[config.mk]
export PLATFORM = sky130hd
export DESIGN_NAME = fir_tap_seq
export DESIGN_NICKNAME = d
export VERILOG_FILES = /design/src/rtl/fir_tap_seq.sv
export SDC_FILE = /design/constraint.sdc
export NUM_CORES = 1
export LEC_CHECK = 0
export CORE_MARGIN = 1.5
export CORE_UTILIZATION = 60
export CTS_BUF_LIST = sky130_fd_sc_hd__clkbuf_4
export DETAILED_ROUTE_END_ITERATION = 7
export PLACE_DENSITY = 0.85
export SLEW_MARGIN = 25
export SYNTH_ARGS = -nofsm -noshare
export SYNTH_HDL_FRONTEND = slang
export SYNTH_SLANG_ARGS = --single-unit
[constraint.sdc]
create_clock -name clk -period 5.95 [get_ports clk]
set_input_delay 1.785 -clock clk [delete_from_list [all_inputs] [get_ports clk]]
set_output_delay 1.785 -clock clk [all_outputs]
set_load 0.01 [all_outputs]
[src/rtl/fir_tap_seq.sv]
// fir_tap_seq: tap sequencer and multiply-accumulate engine for an FIR
// filter built on an external 128x8 addressable shift-register delay line
// and an external combinational coefficient store.
//
// Every accepted input sample is shifted into the delay line. The block then
// walks the read address across all NTAPS taps. It multiplies each delayed
// sample by its coefficient, sums the products at full precision, and emits
// one result per sample.
//
// Ports:
//   clk, rst        clock; synchronous active-high reset
//   din, din_valid  signed input sample and its one-cycle strobe
//   sr_d, sr_ce     delay-line write data and shift enable
//   sr_a, sr_y      delay-line read address (0 = newest) and read data
//   coef_a, coef    coefficient address (mirrors sr_a) and coefficient
//   y, y_valid      registered filter result and its one-cycle strobe
//   busy            high while the tap addresses are being walked
//   ovf             sticky overrun flag, cleared only by rst
//   dbg_state       current FSM state (0 = IDLE, 1 = RUN)
//
// Input handshake: there is no ready signal. A sample is taken in any cycle
// where din_valid=1 and rst=0. A sample is clean when it arrives while busy=0
// or in the last RUN cycle (sr_a == NTAPS-1). Any other arrival aborts the
// running sequence, sets ovf and restarts the walk at sr_a=0.
module fir_tap_seq #(
  parameter int NTAPS = 128,
  parameter int CW    = 10,
  parameter int AW    = 25
) (
  input  logic                 clk,
  input  logic                 rst,
  input  logic signed [7:0]    din,
  input  logic                 din_valid,
  output logic [7:0]           sr_d,
  output logic                 sr_ce,
  output logic [6:0]           sr_a,
  input  logic signed [7:0]    sr_y,
  output logic [6:0]           coef_a,
  input  logic signed [CW-1:0] coef,
  output logic signed [AW-1:0] y,
  output logic                 y_valid,
  output logic                 busy,
  output logic                 ovf,
  output logic                 dbg_state
);

  localparam int         PW     = 8 + CW;
  localparam logic [6:0] LAST_A = 7'(NTAPS - 1);

  typedef enum logic {IDLE = 1'b0, RUN = 1'b1} state_t;
  state_t state;

  // Pipeline: S1 holds the operands, S2 the product, S3 the accumulator.
  logic                 s1_v, s1_first, s1_last;
  logic signed [7:0]    s1_x;
  logic signed [CW-1:0] s1_c;
  logic                 s2_v, s2_first, s2_last;
  logic signed [PW-1:0] s2_p;
  logic signed [AW-1:0] acc;
  logic signed [AW-1:0] p_ext;
  logic                 last_addr;

  // The delay line reads the pre-shift value, so it can be written while it
  // is read.
  assign sr_d      = din;
  assign sr_ce     = din_valid & ~rst;
  assign coef_a    = sr_a;
  assign dbg_state = state;
  assign last_addr = (sr_a == LAST_A);
  assign p_ext     = AW'(s2_p);

  always_ff @(posedge clk) begin
    if (rst) begin
      state    <= IDLE;
      sr_a     <= 7'd0;
      busy     <= 1'b0;
      ovf      <= 1'b0;
      s1_v     <= 1'b0;
      s1_first <= 1'b0;
      s1_last  <= 1'b0;
      s1_x     <= '0;
      s1_c     <= '0;
      s2_v     <= 1'b0;
      s2_first <= 1'b0;
      s2_last  <= 1'b0;
      s2_p     <= '0;
      acc      <= '0;
      y        <= '0;
      y_valid  <= 1'b0;
    end else begin
      case (state)
        IDLE: begin
          if (din_valid) begin
            state <= RUN;
            busy  <= 1'b1;
            sr_a  <= 7'd0;
          end
        end
        RUN: begin
          if (din_valid) begin
            // A restart in the last address is a clean back-to-back sample.
            // A restart anywhere else is an overrun. The aborted entries
            // still in flight carry no last tag, and the new first tag
            // overwrites their partial sum.
            sr_a <= 7'd0;
            if (!last_addr) ovf <= 1'b1;
          end else if (last_addr) begin
            state <= IDLE;
            busy  <= 1'b0;
            sr_a  <= 7'd0;
          end else begin
            sr_a <= sr_a + 7'd1;
          end
        end
        default: begin
          state <= IDLE;
          busy  <= 1'b0;
          sr_a  <= 7'd0;
        end
      endcase

      // S1: capture the operands for the address presented this cycle.
      s1_v     <= (state == RUN);
      s1_first <= (state == RUN) && (sr_a == 7'd0);
      s1_last  <= (state == RUN) && last_addr;
      s1_x     <= sr_y;
      s1_c     <= coef;

      // S2: full-precision signed product.
      s2_v     <= s1_v;
      s2_first <= s1_v & s1_first;
      s2_last  <= s1_v & s1_last;
      s2_p     <= PW'(s1_x) * PW'(s1_c);

      // S3: accumulate. The result is formed directly from acc + product so
      // acc is free for the next sequence's first tag one cycle later.
      y_valid <= 1'b0;
      if (s2_v) begin
        if (s2_first) acc <= p_ext;
        else          acc <= acc + p_ext;
        if (s2_last) begin
          y       <= acc + p_ext;
          y_valid <= 1'b1;
        end
      end
    end
  end

endmodule

=== After elaboration in Yosys (flattened, before gate mapping) ===
Cells that the tools add are included.

* Output and inout bits: 52
* Bits in registers: 103
* Bits of input ports: 29

* Mux-type cells: 14
* Add/subtract/negate cells: 2
* Bitwise logic cells: 7
* Multipliers: 1
* Reduce and logical (&&, ||, !) cells: 7
* Equality and inequality tests: 4

{| class="wikitable"
|+ Operators by type and width
! kind !! number
|-
| $add A25 B18 Y25 || 1
|-
| $mux W25 || 1
|-
| $mux W7 || 3
|-
| $mul A8 B10 Y18 || 1
|-
| $pmux W7 S2 || 1
|-
| $add A7 B1 Y7 const B || 1
|-
| $eq A7 B7 Y1 const B || 1
|-
| $logic_not A7 Y1 || 1
|-
| $mux W1 || 7
|-
| $reduce_and A3 Y1 || 2
|-
| $ne A2 B2 Y1 const B || 2
|-
| $not A1 Y1 || 4
|-
| $pmux W1 S2 || 2
|-
| $and A1 B1 Y1 || 3
|-
| $logic_and A1 B1 Y1 || 2
|-
| $ne A2 B1 Y1 const B || 1
|-
| $reduce_and A2 Y1 || 1
|-
| $reduce_or A2 Y1 || 1
|}

=== Depth between registers and ports, before layout ===
* Depth in word-level cells: 4
* Mapped depth: 18

=== Least setup slack after synthesis ===
Ideal clock, no wire load.

* Path kind: reg-to-reg
* Start: register s1_x[2]
* End: register s2_p[17]
* Setup time: 0.128 ns
* Stages on the path, launching flop included: 15
* Required time: 5.822 ns
* Period minus slack after synthesis: 4.557 ns
* Slack: 1.393 ns
* Arrival time: 4.429 ns
* Cell sequence: dfxtp_1 clkbuf_1 nand2_1 fa_1 fa_1 fa_1 fa_1 inv_1 ha_1 and3_1 a221o_1 a221oi_1 a21oi_1 xnor2_1 nor2_1

* Longest elaborated chain between the ends: 1

{| class="wikitable"
|+ Ends and longest elaborated chain
! item !! line !! text
|-
| start, declared || 55 || <nowiki>logic signed [7:0] s1_x;</nowiki>
|-
| start signal, assigned || 126 || <nowiki>s1_x <= sr_y;</nowiki>
|-
| $mul A8 B10 Y18 || 133 || <nowiki>s2_p <= PW'(s1_x) * PW'(s1_c);</nowiki>
|-
| end signal, assigned || 133 ||
|-
| end, declared || 58 || <nowiki>logic signed [PW-1:0] s2_p;</nowiki>
|}

Every way passes these cells.
A chain may end at the register's enable or synchronous reset.

=== Worst setup path after layout ===
* Start: register s1_x[7]
* End: register s2_p[17]

Same word-level chain as after synthesis.

==> results_dict.tcl <==
set metrics [dict create \
    status "complete, no violations" \
    core_area_sq_um 12700 \
    path_cells "clkinv_1 -> nor2_1 -> fa_1 -> fa_1 -> fa_1 -> inv_1 -> fa_1 -> inv_1 -> ha_1 -> and3_1 -> a221o_1 -> a221oi_1 -> a21oi_1 -> xnor2_1 -> nor2_1" \
    viasPerCell 5.51 \
    synthCells 900 \
    cts_buffers 9 \
    grt_pass1_vias 6118 \
    path_buf_inv 3 \
    crit_family "adder cells" \
    hold_viol 0 \
    nets 1085 \
    wl_microns 16300 \
    p_comb_share_pct 33.0 \
    antenna_found_initial 1 \
    finalSetupTns_ns 0 \
    rr_startpoint "s1_x[7]" \
    fin_ws_ns 1.03 \
    io_pins 81 \
    hold_end "s2_first" \
    via_count 6103 \
    fillCellCount 1087 \
    rsz0062_at_grt "no" \
    switchingPower_mw 0.609 \
    drt_pre_antenna_iters 5 \
    rows 41 \
    hold_path_depth 1 \
    syn_area_per_cell_sq_um 8.76 \
    holdBufCountCts 0 \
    antenna_left 0 \
    finish.utilization_pct 67.9 \
    die_h_microns 118 \
    crit_top_cell "fa_1" \
    preCtsSetupSlack_ns 1.08 \
    cts_tree "done" \
    drive_gt1_share_pct 3.10 \
    clkPwrFrac_pct 21.1 \
    final.period_utilization_pct 82.6 \
    synth_edf_count 0 \
    slew_headroom_pct 36.2 \
    syn-num-nets 1056 \
    critPathLaunchType "flip-flop" \
    grt_first_pass_wirelength_microns 28300 \
    seq_power_share_pct 45.9 \
    die_x_microns 118 \
    clock_latency_ns 0.48 \
    hold_ws_ns 0.449 \
    hold_class "flip-flop to flip-flop" \
    syn_area_sq_um 7880 \
    clockRootBuffer "clkbuf_4" \
    peakVddDrop_mv 0.104 \
    ys_types 64 \
    cts_resized 0 \
    critPathKind "flip-flop to flip-flop" \
    h-tree-depth 3 \
    synthTopCellsByArea "dfxtp_1 (26%), fa_1 (17%), ha_1 (9.4%)" \
    yosys_most_used_dff "dfxtp_1" \
    drt-wirelength-per-cell_microns 14.7 \
    r2r_cells 15 \
    syn2layout_area_growth_pct 9.68 \
    p_leak_nw 3.77 \
    cpPeakStageDelay_ns 0.54 \
    finalMaxSlewViolations 0 \
    grt.overflow.total 0 \
    fin_crit_ns 4.92 \
    yosys_warnings 0 \
    cts_sinks 103 \
    ys_seq_area_share_pct 26.2 \
    fin_skew_ns 0.0187 \
    die_area_sq_um 13800 \
    async_flop_share_pct 0 \
    worstSetupEndpointType "flip-flop" \
    final_cell_count_no_fill 1107 \
    drc 0 \
    grt_usage_pct 24.9 \
    required_ns 6.29 \
    maxCapViolCount 0 \
    place_area_sq_um 8510 \
    worstMarginPinSlew_ns 0.956 \
    gp_congestion 0.904 \
    slowest_stage "fa_1" \
    powerDensity_nw_per_um2 197 \
    fin_area_sq_um 8640 \
    rr_endpoint "s2_p[17]" \
    synth_seq_cells 103 \
    post-cts-setup-buffers 0 \
    reg2reg_slack_ns 1.03 \
    critPathMaxFanout 8 \
    clock_path_buffers 2 \
    clkTransAtPathRegs_ns 0.14 \
    synth_top_area_cell "dfxtp_1" \
    critPathArrivalTime_ns 5.25 \
    dp_hpwl_microns 12400 \
    max_freq_ghz 0.203 \
    portBuffers 64 \
    finalPower_mw 1.70 \
    p_int_mw 1.09 \
    start_util_pct 61.9 \
    synth_top_area_share_pct 26.2 \
    drt-initial-drc-count 342 \
    place_inst 1090 \
    worstHoldStart "s1_first" \
    setup_viol 0 \
    switching_share_pct 35.9 \
    grt_max_degree 92 \
]
[layout by cell type, fill, tap and decap left out, types with 28 or more instances in the layout]
master / n
nor2_1: 69
a21oi_1: 46
nand2_1: 79
ha_1: 59
dfxtp_1: 103
nor2b_1: 28
inv_1: 102
and2_1: 48
clkdlybuf4s50_1: 63
fa_1: 68
[final cells by class]
| class | count | area, sq um | area share (%) |
|---|---|---|---|
| multi-input combinational | 645 | 5190 | 60.0 |
| tap | 172 | 215 | 2.49 |
| clock inverter | 7 | 63.8 | 0.738 |
| inverter | 103 | 387 | 4.47 |
| timing repair buffer | 67 | 658 | 7.61 |
| clock buffer | 9 | 67.6 | 0.782 |
| antenna | 1 | 2.50 | 0.0289 |
| sequential | 103 | 2060 | 23.9 |
[Yosys cell counts, drive strengths merged (17+ instances only)]
library cell  number
a21o              19
clkbuf            26
nand2             79
nand3             24
nor2              69
fa                68
buf               23
o21ai             26
nor2b             28
dfxtp            103
inv              102
a21oi             46
ha                59
and2              48
a211oi            17
xnor2             23
[metal layers]
layer	GRT usage, %	vias up	part of all wire [%]	wire [microns]
met5	0	-	0	0
met4	8.69	0	2.0	320
met3	3.78	28	4.6	749
met2	42.6	153	49	7940
met1	32.3	2872	45	7310
li1	-	3050	-	-
[worst max-delay path by stage]
stage                    from  endpoint  slack, ns  cells past startpoint
CTS                   s1_x[7]  s2_p[17]       1.03                     15
floorplan             s1_x[2]  s2_p[17]       1.39                     14
finish                s1_x[7]  s2_p[17]       1.03                     15
global placement    din_valid     sr_ce       1.11                      3
global route          s1_x[7]  s2_p[17]       0.72                     15
detailed placement    s1_x[7]  s2_p[17]       1.08                     15
[cells by family after synthesis]
| family | synth area share [%] |
|---|---|
| and+or+nand+nor | 19.5 |
| AOI/OAI and AO/OA | 14.1 |
| buffers and inverters | 8.00 |
| adders and majority gates | 26.6 |
| DFF | 26.2 |
| xor gates and xnor gates | 4.22 |
| muxes | 1.40 |
[power by group through the flow]
stage                     clock, mW  combinational, mW  sequential, mW
after floorplan                   0              0.444           0.775
after global placement            0              0.531           0.791
after detailed placement          0              0.554           0.793
after CTS                     0.367              0.558           0.778
after global routing          0.398              0.633           0.786
final                         0.359              0.561           0.780
[flip-flops by register name, indices dropped and copies added (netlist names)]
register	cells
s1_c	10
y_valid	1
s2_p	18
coef_a	7
s2_first	1
s1_v	1
s1_x	8
s2_v	1
y	25
s1_last	1
s2_last	1
ovf	1
dbg_state	1
s1_first	1
acc	25
busy	1
Note: power is estimated with default switching activity, not from simulation.
==> edit 1: new RTL, same settings <==
Set the parameter `CW` to 11 (it was 10).
--- a/src/rtl/fir_tap_seq.sv
+++ b/src/rtl/fir_tap_seq.sv
@@ -26,3 +26,3 @@
   parameter int NTAPS = 128,
-  parameter int CW    = 10,
+  parameter int CW    = 11,
   parameter int AW    = 25
Interface: changed (resized coef); port bits go from 81 to 82. No check against the original RTL was run, so the function may have changed too.
==> edit 1 against the unedited design <==
- sequential cell count is 2 higher
- power is 1.5% higher
- cell count is 2.7% higher
- routed wire length is 3.7% lower
- combinational power is 5.5% higher
- area after synthesis is 3.7% higher
- worst setup slack worse by 120 ps
- final area is 3.2% higher
- sequential power is 2% higher
- largest power group unchanged
- first-iteration DRC count is 2.6% higher
- core utilization is 0.82 points lower
==> edit 1: results (changes against the unedited design) <==
- Clock Pin Slew Worst Setup and Hold Paths: ~150 ps
- Largest regs: acc (25), y (25), s2_p (19)
- Outcome: complete, no violations
- Worst Skew: 25.6 ps (+6.98 ps)
- Layout net count: 1121 (+3.3%)
- Post-detail-place hpwl: 12.3 mm (-0.97%)
- Fill cells: 1078 (-0.83%)
- Switch share: 36.8% (+0.95 points)
- VDD IR max: 0.000164 V (+57%)
- Htree depth: 3 (unchanged)
- Seq/Total Area, Yosys: 25.7% (-0.45 points)
- Dpl ws: 954 ps (-127 ps)
- Synth area leaders: dfxtp_1, fa_1, ha_1
- Routability congestion estimate: 0.886 (-2.0%)
- Buffers added on ports: 65 (+1.6%)
- Slew headroom: 39.3% (+3.1 points)
- Crit path arrival time: 5420 ps (+170 ps)
- Ratio of cells with drive above 1 in the final layout: 3.65% (+0.54 points)
- DR WL met2: 7.51 mm (-5.5%)
- Distinct cells, synth: 60 (-6.3%)
- Gr usage total: 23.8% (-1.2 points)
- Pleak: 3.82 nW (+1.3%)
- Metal3 WL: 740 um (-1.2%)
- Vias: 6232 (+2.1%)
- DRT met1 WL: 7.29 mm (-0.19%)
- Worst hold path class: reg -> reg
- Vias in the first global route: 6000 (-1.9%)
- Crit Path Max Fanout: 7 (-1)
edit 1: power by group through the flow:
stage	clock network, mW	registers (mW)	logic (mW)
after floorplan	0	0.790	0.479
after global placement	0	0.807	0.575
after detailed placement	0	0.809	0.590
after CTS	0.350	0.794	0.593
after global routing	0.375	0.802	0.680
final	0.337	0.796	0.592
edit 1: logic make-up after synthesis:
family                     count (synthesis)  synth area share, %
AOI/OAI and AO/OA                        162                 13.3
xor gates and xnor gates                  40                 4.29
adders and majority gates                135                 27.5
buffers and inverters                    169                 8.48
DFF                                      105                 25.7
muxes                                     16                 1.97
and+or+nand+nor                          304                 18.8
edit 1: layer usage:
layer	vias to the layer above	GRT usage, %
li1	3087	-
met1	2954	32.4
met2	175	39.8
met3	16	4.28
met4	0	4.91
met5	-	0
edit 1: stage by stage:
step	cell area [um^2]	std cells
after floorplan	8180	931
after global placement	8800	1121
after detailed placement	8800	1121
after CTS	8920	1136
after global routing	8920	1137
final	8920	1137
edit 1: path summary, 6_finish.rpt:
path | endpoint | slack (ps) | cells past startpoint
worst max register to register | s2_p[16]$_SDFF_PP0_ | 910 | 17
worst max-delay path | s2_p[16]$_SDFF_PP0_ | 910 | 17
worst min-delay path | s2_first$_SDFF_PP0_ | 440 | 1
worst min register to register | s2_first$_SDFF_PP0_ | 440 | 1
edit 1: area by class of cell:
type	instances	area, um^2	area share (%)
inverters	115	432	4.84
clock inverters	6	52.6	0.589
diodes	1	2.50	0.0280
repair buffers	68	668	7.49
flip-flops and latches	105	2100	23.6
well taps	176	220	2.47
multi-input cells	657	5380	60.3
clock buffers	9	67.6	0.757
==> edit 2: new RTL, config.mk and constraints unchanged <==
Without the edit above. Add an input register stage for `din`, `din_valid`, `sr_y` and `coef`, without a reset; this delays them by one clock. Comments in the files are not updated.
--- a/src/rtl/fir_tap_seq.sv
+++ b/src/rtl/fir_tap_seq.sv
@@ -50,2 +50,15 @@
   typedef enum logic {IDLE = 1'b0, RUN = 1'b1} state_t;
+
+  logic signed [7:0] din_q;
+  logic din_valid_q;
+  logic signed [7:0] sr_y_q;
+  logic signed [CW-1:0] coef_q;
+
+  always_ff @(posedge clk) begin
+    din_q       <= din;
+    din_valid_q <= din_valid;
+    sr_y_q      <= sr_y;
+    coef_q      <= coef;
+  end
+
   state_t state;
@@ -64,4 +77,4 @@
   // is read.
-  assign sr_d      = din;
-  assign sr_ce     = din_valid & ~rst;
+  assign sr_d      = din_q;
+  assign sr_ce     = din_valid_q & ~rst;
   assign coef_a    = sr_a;
@@ -92,3 +105,3 @@
         IDLE: begin
-          if (din_valid) begin
+          if (din_valid_q) begin
             state <= RUN;
@@ -99,3 +112,3 @@
         RUN: begin
-          if (din_valid) begin
+          if (din_valid_q) begin
             // A restart in the last address is a clean back-to-back sample.
@@ -125,4 +138,4 @@
       s1_last  <= (state == RUN) && last_addr;
-      s1_x     <= sr_y;
-      s1_c     <= coef;
+      s1_x     <= sr_y_q;
+      s1_c     <= coef_q;
 
Formal check against the unedited RTL: not equivalent (Yosys sat finds a counterexample within 4 cycles, from zero or initial values and one cycle with rst high).
==> edit 2 against the unedited design <==
- combinational power grew 2%
- power grew 28%
- worst hold slack lost 23 ps
- area after synthesis grew 5.3%
- sequential cell count grew 27
- maximum frequency grew 5.3%
- first-iteration DRC count grew 28%
- worst setup slack gained 250 ps
- via count grew 0.56%
- final area grew 9.3%
- routed wire length shrank 5.1%
- critical path type unchanged
==> edit 2: results (changes against the unedited design) <==
- Initial antenna violation count: 0 (-1)
- Final WL: 15.5 mm (-5.1%)
- Outcome: complete, no violations
- Buffers added on ports: 80 (+25%)
- Synth area leaders: dfxtp_1, fa_1, ha_1
- N_diodes: 0 (-1)
- Hold_sp: s1_last$_SDFF_PP0_
- NetSw: 0.698 mW (+14%)
- Routability congestion estimate: 0.942 (+4.2%)
- Min-Delay Endpoint: s2_last$_SDFF_PP0_
- Worst Reg2Reg Path Length in Cells: 16 (+1)
- Worst-Margin Slew: 878 ps (-77.6 ps)
- Hold slack: 426 ps (-23.1 ps)
- Worst skew pair latency: 550 ps (+70 ps)
- Vias: 6137 (+0.56%)
- Distinct cells, synth: 63 (-1.6%)
- DR WL met2: 7.37 mm (-7.2%)
- Synth top cells by count: dfxtp_1, inv_1, nand2_1
- Clock Pin Slew Worst Setup and Hold Paths: 110 ps (-30 ps)
- DRT met1 WL: 7.43 mm (+1.7%)
- First-pass detailed-route iteration total: 4 (-1)
- VDD IR max: 0.000154 V (+47%)
- Htree depth: 4 (+1)
- Worst Skew: 15.6 ps (-3.03 ps)
- CTS Buf Count: 17 (+8)
- Pleak: 4.15 nW (+9.9%)
- Syn_nets: 1064 (+0.76%)
- Initial DRC count: 437 (+28%)
- Setup crit end: s2_p[15]$_SDFF_PP0_
- Crit path arrival time: 5070 ps (-180 ps)
- Ratio of cells with drive above 1 in the final layout: 4.90% (+1.8 points)
- Max incr delay on CP: 560 ps (+20 ps)
- Seq/Total Area, Yosys: 31.4% (+5.2 points)
- Worst r2r src: s1_c[0]$_SDFF_PP0_
[edit 2: changes by cell type after synthesis, sizes merged, moves of 5 or more]
cell / change
nand3: -13
dfxtp: +27
buf: -9
o21bai: +5
nand4: -7
nor3: -6
nor2: -7
nand2: +11
[edit 2: metal layers]
| metal | up-vias | track usage [%] |
|---|---|---|
| met3 | 21 | 4.67 |
| met5 | - | 0 |
| met2 | 122 | 37.9 |
| li1 | 3099 | - |
| met4 | 0 | 8.38 |
| met1 | 2895 | 31.1 |
[edit 2: kinds of logic (layout without fill, tap and decap cells)]
family                     count (synthesis)  count (layout)  synth area share [%]
buffers and inverters                    148             220                  7.09
AOI/OAI and AO/OA                        161             161                  13.1
adders and majority gates                127             127                  25.3
xor gates and xnor gates                  41              41                  4.33
and+or+nand+nor                          287             287                  17.1
muxes                                     14              14                  1.69
DFF                                      130             130                  31.4
[edit 2: power by group through the flow]
| stage | logic, mW | registers (mW) | clock network (mW) |
|---|---|---|---|
| floorplan | 0.452 | 0.975 | 0 |
| global placement | 0.555 | 0.990 | 0 |
| detailed placement | 0.568 | 0.992 | 0 |
| CTS | 0.572 | 0.973 | 0.643 |
| global route | 0.652 | 0.982 | 0.680 |
| finish | 0.572 | 0.974 | 0.623 |
[edit 2: through the flow]
step,total power [mW],worst slack (ps),util (%),cells,instance area [um^2]
global placement,1.54,1350,68.5,1124,9140
CTS,2.19,1250,70.8,1156,9450
global route,2.31,985,70.8,1156,9450
floorplan,1.43,1470,-,908,8300
detailed placement,1.56,1290,68.5,1124,9140
finish,2.17,1280,70.8,1156,9450
[edit 2: area by class of cell]
type | count | share of cell area, %
clock buffer | 19 | 1.51
inverter | 105 | 4.17
clock inverter | 13 | 1.70
timing repair buffer | 83 | 8.66
sequential | 130 | 27.5
multi-input combinational | 630 | 54.1
tap | 176 | 2.33
